==> src/rtl/acumulador_pkg.sv <==
// Shared definitions for the accumulator slice: ACC_MODE operation codes.
// Optional build macro ACC_TRISTATE_EN is consumed by acumulador_param.
package acumulador_pkg;

    typedef logic [2:0] acc_mode_t;

    localparam acc_mode_t MODE_HOLD = 3'b000;
    localparam acc_mode_t MODE_LOAD = 3'b001;
    localparam acc_mode_t MODE_SHL  = 3'b010;
    localparam acc_mode_t MODE_SHR  = 3'b011;
    localparam acc_mode_t MODE_ROL  = 3'b100;
    localparam acc_mode_t MODE_ROR  = 3'b101;
    localparam acc_mode_t MODE_INC  = 3'b110;
    localparam acc_mode_t MODE_DEC  = 3'b111;

endpackage

==> src/rtl/acumulador_nucleo.sv <==
// Accumulator datapath core: next accumulator value and next carry,
// purely combinational from the current state, the operation and the inputs.
module acumulador_nucleo
    import acumulador_pkg::*;
#(
    parameter int WIDTH = 8
) (
    input  logic [WIDTH-1:0] acc,
    input  logic             carry_in,
    input  logic [2:0]       mode,
    input  logic             serial_in,
    input  logic [WIDTH-1:0] bus_in,
    output logic [WIDTH-1:0] acc_next,
    output logic             carry_next
);

    // Operation decode: each mode produces its result and the bit that leaves the register
    always_comb begin
        acc_next   = acc;
        carry_next = carry_in;
        case (mode)
            MODE_HOLD: begin
                acc_next   = acc;
                carry_next = carry_in;
            end
            MODE_LOAD: begin
                acc_next   = bus_in;
                carry_next = 1'b0;
            end
            MODE_SHL: begin
                acc_next   = {acc[WIDTH-2:0], serial_in};
                carry_next = acc[WIDTH-1];
            end
            MODE_SHR: begin
                acc_next   = {serial_in, acc[WIDTH-1:1]};
                carry_next = acc[0];
            end
            MODE_ROL: begin
                acc_next   = {acc[WIDTH-2:0], acc[WIDTH-1]};
                carry_next = acc[WIDTH-1];
            end
            MODE_ROR: begin
                acc_next   = {acc[0], acc[WIDTH-1:1]};
                carry_next = acc[0];
            end
            MODE_INC: begin
                acc_next   = acc + {{(WIDTH-1){1'b0}}, 1'b1};
                carry_next = &acc;
            end
            MODE_DEC: begin
                acc_next   = acc - {{(WIDTH-1){1'b0}}, 1'b1};
                carry_next = ~|acc;
            end
            default: begin
                acc_next   = acc;
                carry_next = carry_in;
            end
        endcase
    end

endmodule

==> src/rtl/acumulador_param.sv <==
// Parameterised accumulator: register, Z/N/C flags and bus output gating.
// Build macro ACC_TRISTATE_EN: when defined, bus_out floats while ACC_OUT is
// low (shared bus); otherwise it drives zero (OR-combined bus).
module acumulador_param
    import acumulador_pkg::*;
#(
    parameter int               WIDTH     = 8,
    parameter logic [WIDTH-1:0] RESET_VAL = '0
) (
    input  logic             clock,
    input  logic             clear,
    input  logic             ACC_IN,
    input  logic [2:0]       ACC_MODE,
    input  logic             ACC_OUT,
    input  logic             serial_in,
    input  logic [WIDTH-1:0] bus_in,
    output logic [WIDTH-1:0] bus_out,
    output logic [WIDTH-1:0] TO_ULA,
    output logic             flag_z,
    output logic             flag_n,
    output logic             flag_c
);

    logic [WIDTH-1:0] acc;
    logic [WIDTH-1:0] acc_next;
    logic             carry_next;

    acumulador_nucleo #(
        .WIDTH (WIDTH)
    ) u_nucleo (
        .acc        (acc),
        .carry_in   (flag_c),
        .mode       (ACC_MODE),
        .serial_in  (serial_in),
        .bus_in     (bus_in),
        .acc_next   (acc_next),
        .carry_next (carry_next)
    );

    // Accumulator and flags: async clear to RESET_VAL, update only when enabled;
    // Z and N follow the new value on every enabled edge, HOLD included
    always_ff @(posedge clock or posedge clear) begin
        if (clear) begin
            acc    <= RESET_VAL;
            flag_c <= 1'b0;
            flag_z <= (RESET_VAL == '0);
            flag_n <= RESET_VAL[WIDTH-1];
        end else if (ACC_IN) begin
            acc    <= acc_next;
            flag_c <= carry_next;
            flag_z <= (acc_next == '0);
            flag_n <= acc_next[WIDTH-1];
        end
    end

    // ALU side sees the register directly, never the bus
    always_comb begin
        TO_ULA = acc;
    end

    // Bus drive: register value only, so a LOAD while driving cannot loop back
`ifdef ACC_TRISTATE_EN
    always_comb begin
        bus_out = ACC_OUT ? acc : {WIDTH{1'bz}};
    end
`else
    always_comb begin
        bus_out = ACC_OUT ? acc : '0;
    end
`endif

endmodule

==> config.mk <==
export PLATFORM = sky130hd
export DESIGN_NAME = acumulador_param
export DESIGN_NICKNAME = d
export VERILOG_FILES = /design/src/rtl/acumulador_pkg.sv /design/src/rtl/acumulador_nucleo.sv /design/src/rtl/acumulador_param.sv
export SDC_FILE = /design/constraint.sdc
export NUM_CORES = 1
export LEC_CHECK = 0
export CAP_MARGIN = 20
export CORE_MARGIN = 2
export CORE_UTILIZATION = 45
export CTS_CLUSTER_DIAMETER = 150
export DETAILED_ROUTE_END_ITERATION = 6
export PLACE_DENSITY = 0.82
export SLEW_MARGIN = 15
export SYNTH_ARGS = -nofsm -noshare
export SYNTH_HDL_FRONTEND = slang
export SYNTH_SLANG_ARGS = --single-unit
export TNS_END_PERCENT = 1
==> constraint.sdc <==
create_clock -name clock -period 6.7 [get_ports clock]
set_input_delay 1.34 -clock clock [delete_from_list [all_inputs] [get_ports clock]]
set_output_delay 1.34 -clock clock [all_outputs]
set_load 0.02 [all_outputs]
Word level (Yosys, flattened, before mapping). Cells that the tools add are included.

Bits of input ports: 16. Register bits: 11. Output and inout port bits: 19. Word-level logic and storage cells: 25.

Add/sub/neg operators: 2. Reduce and logical (&&, ||, !) cells: 8. Bitwise gates (word level): 1. Multiplexer cells: 3. Eq/ne operators: 7.

Operator list (number): 8-bit case mux with 8 select lines (1); 3-bit equality test, second input constant (4); 8-bit by 1-bit adder with 8-bit output, second input constant (1); 8-bit zero test (1); 8-bit two-way mux (1); 8-bit AND reduction (1); 8-bit OR reduction (1); 8-bit by 1-bit subtractor with 8-bit output, second input constant (1); 3-bit by 2-bit equality test with 1-bit output, second input constant (2); 1-bit case mux with 5 select lines (1); 2-bit OR reduction (2); 3-bit by 1-bit equality test with 1-bit output, second input constant (1); 3-bit zero test (1); 2-bit AND reduction (1); 1-bit zero test (1); 1-bit inverter (1).

Longest topological paths before layout.
Depth in word-level cells: 3. Mapped depth: 10. Depth with buffers taken out: 9.

Hierarchy. Synthesis repeated with hierarchy kept, for this count alone.

Cells, all modules: 180. Area, all modules: 1473.9 um2.

Modules (own cells, without submodules): acumulador_nucleo (times used 1, area each 984.7 um2, sequential area each 0.0 um2, cells each 146); acumulador_param (times used 1, area each 489.2 um2, sequential area each 251.5 um2, cells each 34).

Worst setup path before layout. OpenSTA, ideal clock, no wires.

Kind: in2reg. Start point: input ACC_MODE[1]. End point: register flag_z. Stages: 10. Buffers on the path: 1. Library setup time: 0.063 ns. Path slack: 3.417 ns. Data required time: 6.637 ns. Data arrival time: 3.221 ns. Cells stage by stage: buf_2 > nand3_2 > xnor2_1 > ha_1 > nor3b_1 > a21oi_1 > xnor2_1 > o41a_1 > nor4_1 > a32o_1.

Cells in the longest elaborated chain, start to end: 3. Elaborated cells on any way between the ends: 10. Those cells by class: 7 x eq/ne; 1 x mux; 2 x reduce/logical.

Ends and longest elaborated chain: start: declaration (line acumulador_param.sv:13) `input logic [2:0] ACC_MODE,`; 3-bit equality test (tied with other cells) (line acumulador_nucleo.sv:21) `case (mode)`; 8-bit case mux with 8 select lines (*) (line acumulador_nucleo.sv:21); 8-bit zero test (*) (line acumulador_param.sv:51) `flag_z <= (acc_next == '0);`; end signal: assignment (line acumulador_param.sv:46) `flag_z <= (RESET_VAL == '0);`; end signal: assignment (line acumulador_param.sv:51); end: declaration (line acumulador_param.sv:19) `output logic flag_z,`.

Every way passes the cells marked *; elsewhere a longest branch is shown, timed or not. A chain may end at the register's enable or synchronous reset.

Worst setup path in the final report.
Start point: input ACC_MODE[2]. End point: register flag_z.

Same word-level chain as after synthesis.

==> metrics <==
initial DRC count=86; first-pass GRT wire length=6470 µm; #FFs+latches synth=10; ANT nets after route=0; number of max-slew violations in the final report=0; CP bufs+invs=1; initial core utilization=46.7%; syn avg cell area=7.53 µm²; RSZ-0062 raised after global routing=false; Worst path most repeated cell=xnor2_1; initial antenna violation count=0; HPWL after DPL=2740 µm; post-CTS setup buffer count=0; CTS Buf Count=3; TritonCTS clock tree=built; Detailed Route WL=3820 µm; Via Count=1542; fin crit share=60.5%; GRT Overall Usage=23.0%; Initial DRT Pass Iterations=4; cts repair resizes=0; Sinks on Clock Net=10; Yosys cell types=57; Leak=0.000681 µW; gpl congestion=0.933; largest net degree at the start of global routing=38; peak supply drop=0.147 mV; clock share of power=14.4%; Switch Pwr=175 µW; arrival time worst endpoint=4270 ps; clk buf depth=2; n_diodes=0; die extent in x=60.1 µm; Design Area, Final=1760 µm²; Filler cells=291; kind of critical path=input pin to flop; Tightest Hold Check Type=flop to flop; Root Driver=clkbuf_4; register area share after synthesis=17.8%; CP Data Required Time=6920 ps; logic gate share of total power=55.1%; worst path cell trace=clkdlybuf4s50_1 > nand3_2 > xnor2_1 > ha_1 > nor3b_1 > a21oi_1 > xnor2_1 > o41a_1 > nor4_1 > a32o_1; clk_lat worst skew=270 ps; Worst path top cell family by delay=buffers and inverters; DIE HEIGHT=60.1 µm; Crit-path slowest cell=clkdlybuf4s50_1; Critical Path Fanout Max=18; fraction of layout cells with a size suffix above 1=6.76%; Final Skew=0.981 ps; internal cell power=210 µW; number of hold buffers added after cts=0; io pins=35; Die Footprint=3610 µm²; synthesis-to-layout area growth=24.4%; Core Region=3030 µm²; DR WL/cell=15.2 µm; H-tree Lvls=1; synth warn=0; number of global-route vias before repair=1354; Seq pwr share=30.5%; Crit path largest cell delay=880 ps; dpl cell area=1720 µm²; number of port buffers=34; critical path startpoint category=input pin; Slew @ Worst Pin=646 ps; Mapped Cells=188; outcome=finished, final reports clean; row count=20; setup violators final=0; headroom to the max-slew limit=56.8%; fmax=0.247 GHz; Tmin final=4060 ps; EDFF count, synth=0; mapped cell area=1420 µm²; Critical Path Sink Type=flop; Layout Nets=227; final hold vios=0; Overflow after GRT=0; ys async rst share=100%; top_reg_cell synth=dfrtp_1; Syn Nets=207; vias per inst=6.14; Net Sw Frac=45.5%; Pwr Density=219 nW/µm²; Setup TNS=0 ps; register area=251 µm²; Reg clk slew, reported paths=70 ps; area of the multi-input gates=1030 µm²; MaxCap Viol Count=0; drt drc=0; Layout Utilization=58.1%
[flip-flops by register name, indices dropped and copies added, names as in the netlist]
signal / cells
flag_n: 1
flag_z: 1
TO_ULA: 7
flag_c: 1
[metrics by stage]
| step | hold WS, ps | setup slack, ps | std cells | power (µW) |
|---|---|---|---|---|
| global placement | 481 | 2480 | 247 | 327 |
| detailed placement | 493 | 2380 | 247 | 328 |
| CTS | 509 | 2660 | 251 | 385 |
| finish | 503 | 2640 | 251 | 385 |
| floorplan | 592 | 3420 | 188 | 260 |
| global route | 525 | 2450 | 251 | 415 |
[synthesized netlist by cell type, types with 4 or more instances]
| master | instances | share of area (%) |
|---|---|---|
| a31oi_1 | 4 | 1.8 |
| nor4b_1 | 4 | 2.5 |
| nor3_1 | 5 | 1.8 |
| a21oi_1 | 12 | 4.2 |
| clkbuf_1 | 8 | 2.1 |
| nor2_1 | 10 | 2.7 |
| and2_1 | 11 | 4.9 |
| inv_1 | 7 | 1.9 |
| dfrtp_1 | 9 | 16 |
| buf_2 | 8 | 2.8 |
| a211oi_1 | 6 | 3.2 |
| o21ai_0 | 10 | 3.5 |
| nand3_1 | 5 | 1.8 |
| mux2i_1 | 10 | 7.1 |
| nand2_1 | 13 | 3.4 |
| a22oi_1 | 5 | 2.7 |
[cell usage in the layout (no fill, tap or decap), types with 2 or more instances in the layout]
master | Yosys | layout
nand4_1 | 2 | 2
buf_4 | 1 | 2
xnor2_1 | 3 | 3
clkdlybuf4s50_1 | 0 | 34
a32o_1 | 2 | 2
and2_1 | 11 | 11
o2111ai_1 | 2 | 2
a221o_1 | 2 | 2
nor4_1 | 2 | 2
ha_1 | 3 | 3
o22a_1 | 2 | 2
a31oi_1 | 4 | 4
a211oi_1 | 6 | 6
o21ai_0 | 10 | 10
mux2i_1 | 10 | 10
inv_1 | 7 | 7
nor3_1 | 5 | 5
dfrtp_1 | 9 | 9
or3_1 | 3 | 3
o22ai_1 | 3 | 3
nor2_1 | 10 | 10
xor2_1 | 3 | 3
a21oi_1 | 12 | 12
nand3_1 | 5 | 5
nand2_1 | 13 | 13
o31ai_1 | 2 | 2
clkbuf_4 | 0 | 3
a22oi_1 | 5 | 5
o21a_1 | 2 | 2
nor4b_1 | 4 | 4
nor3b_1 | 2 | 2
[worst register-to-register path, cell delays in order, from the launching register on]
cell and delay [ps]:
dfrtp_1 680, xnor2_1 150, ha_1 280, nor3b_1 200
a21oi_1 70, xnor2_1 140, o41a_1 430, nor4_1 260
a32o_1 200
[metal layers]
metal	up-vias	share of wire [%]	global-route usage, %
li1	740	-	-
met1	732	46	31.9
met2	57	45	35.4
met3	13	5.8	4.76
met4	0	2.4	7.94
met5	-	0	0
[logic make-up (layout without fill, tap and decap cells)]
logic type | Yosys count | count (layout) | synth area share (%)
simple gates | 67 | 67 | 27.1
compound gates | 62 | 62 | 32.2
buf+inv | 30 | 49 | 9.55
mux | 10 | 10 | 7.07
flops | 10 | 10 | 17.8
xor+xnor | 6 | 6 | 3.71
fa+ha+maj | 3 | 3 | 2.65
[area by class of cell]
type | instances | area share (%)
Clock buffer | 4 | 2.06
Inverter | 9 | 1.92
Multi-Input combinational cell | 148 | 58.4
Sequential cell | 10 | 14.3
Tap cell | 44 | 3.13
Timing Repair Buffer | 36 | 20.2
[worst paths after layout]
kind,cells after the start,slack (ps),startpoint,to
max in group asynchronous,2,5040,clear,flag_z
worst max-delay path,10,2640,ACC_MODE[2],flag_z
worst min-delay path,1,500,flag_c,flag_c
worst max register to register,8,4230,TO_ULA[1],flag_z
worst min register to register,1,500,flag_c,flag_c
min in group asynchronous,2,1340,clear,TO_ULA[5]
[power groups by stage]
stage / Clock [µW] / Sequential, µW / Combinational (µW)
2_1_floorplan: 0 / 99.5 / 161
3_3_place_gp: 0 / 117 / 210
3_5_place_dp: 0 / 117 / 211
4_1_cts: 57.5 / 116 / 212
5_1_grt: 60.8 / 121 / 233
6_report: 55.6 / 117 / 212
Power figures use the tool's default switching activity.
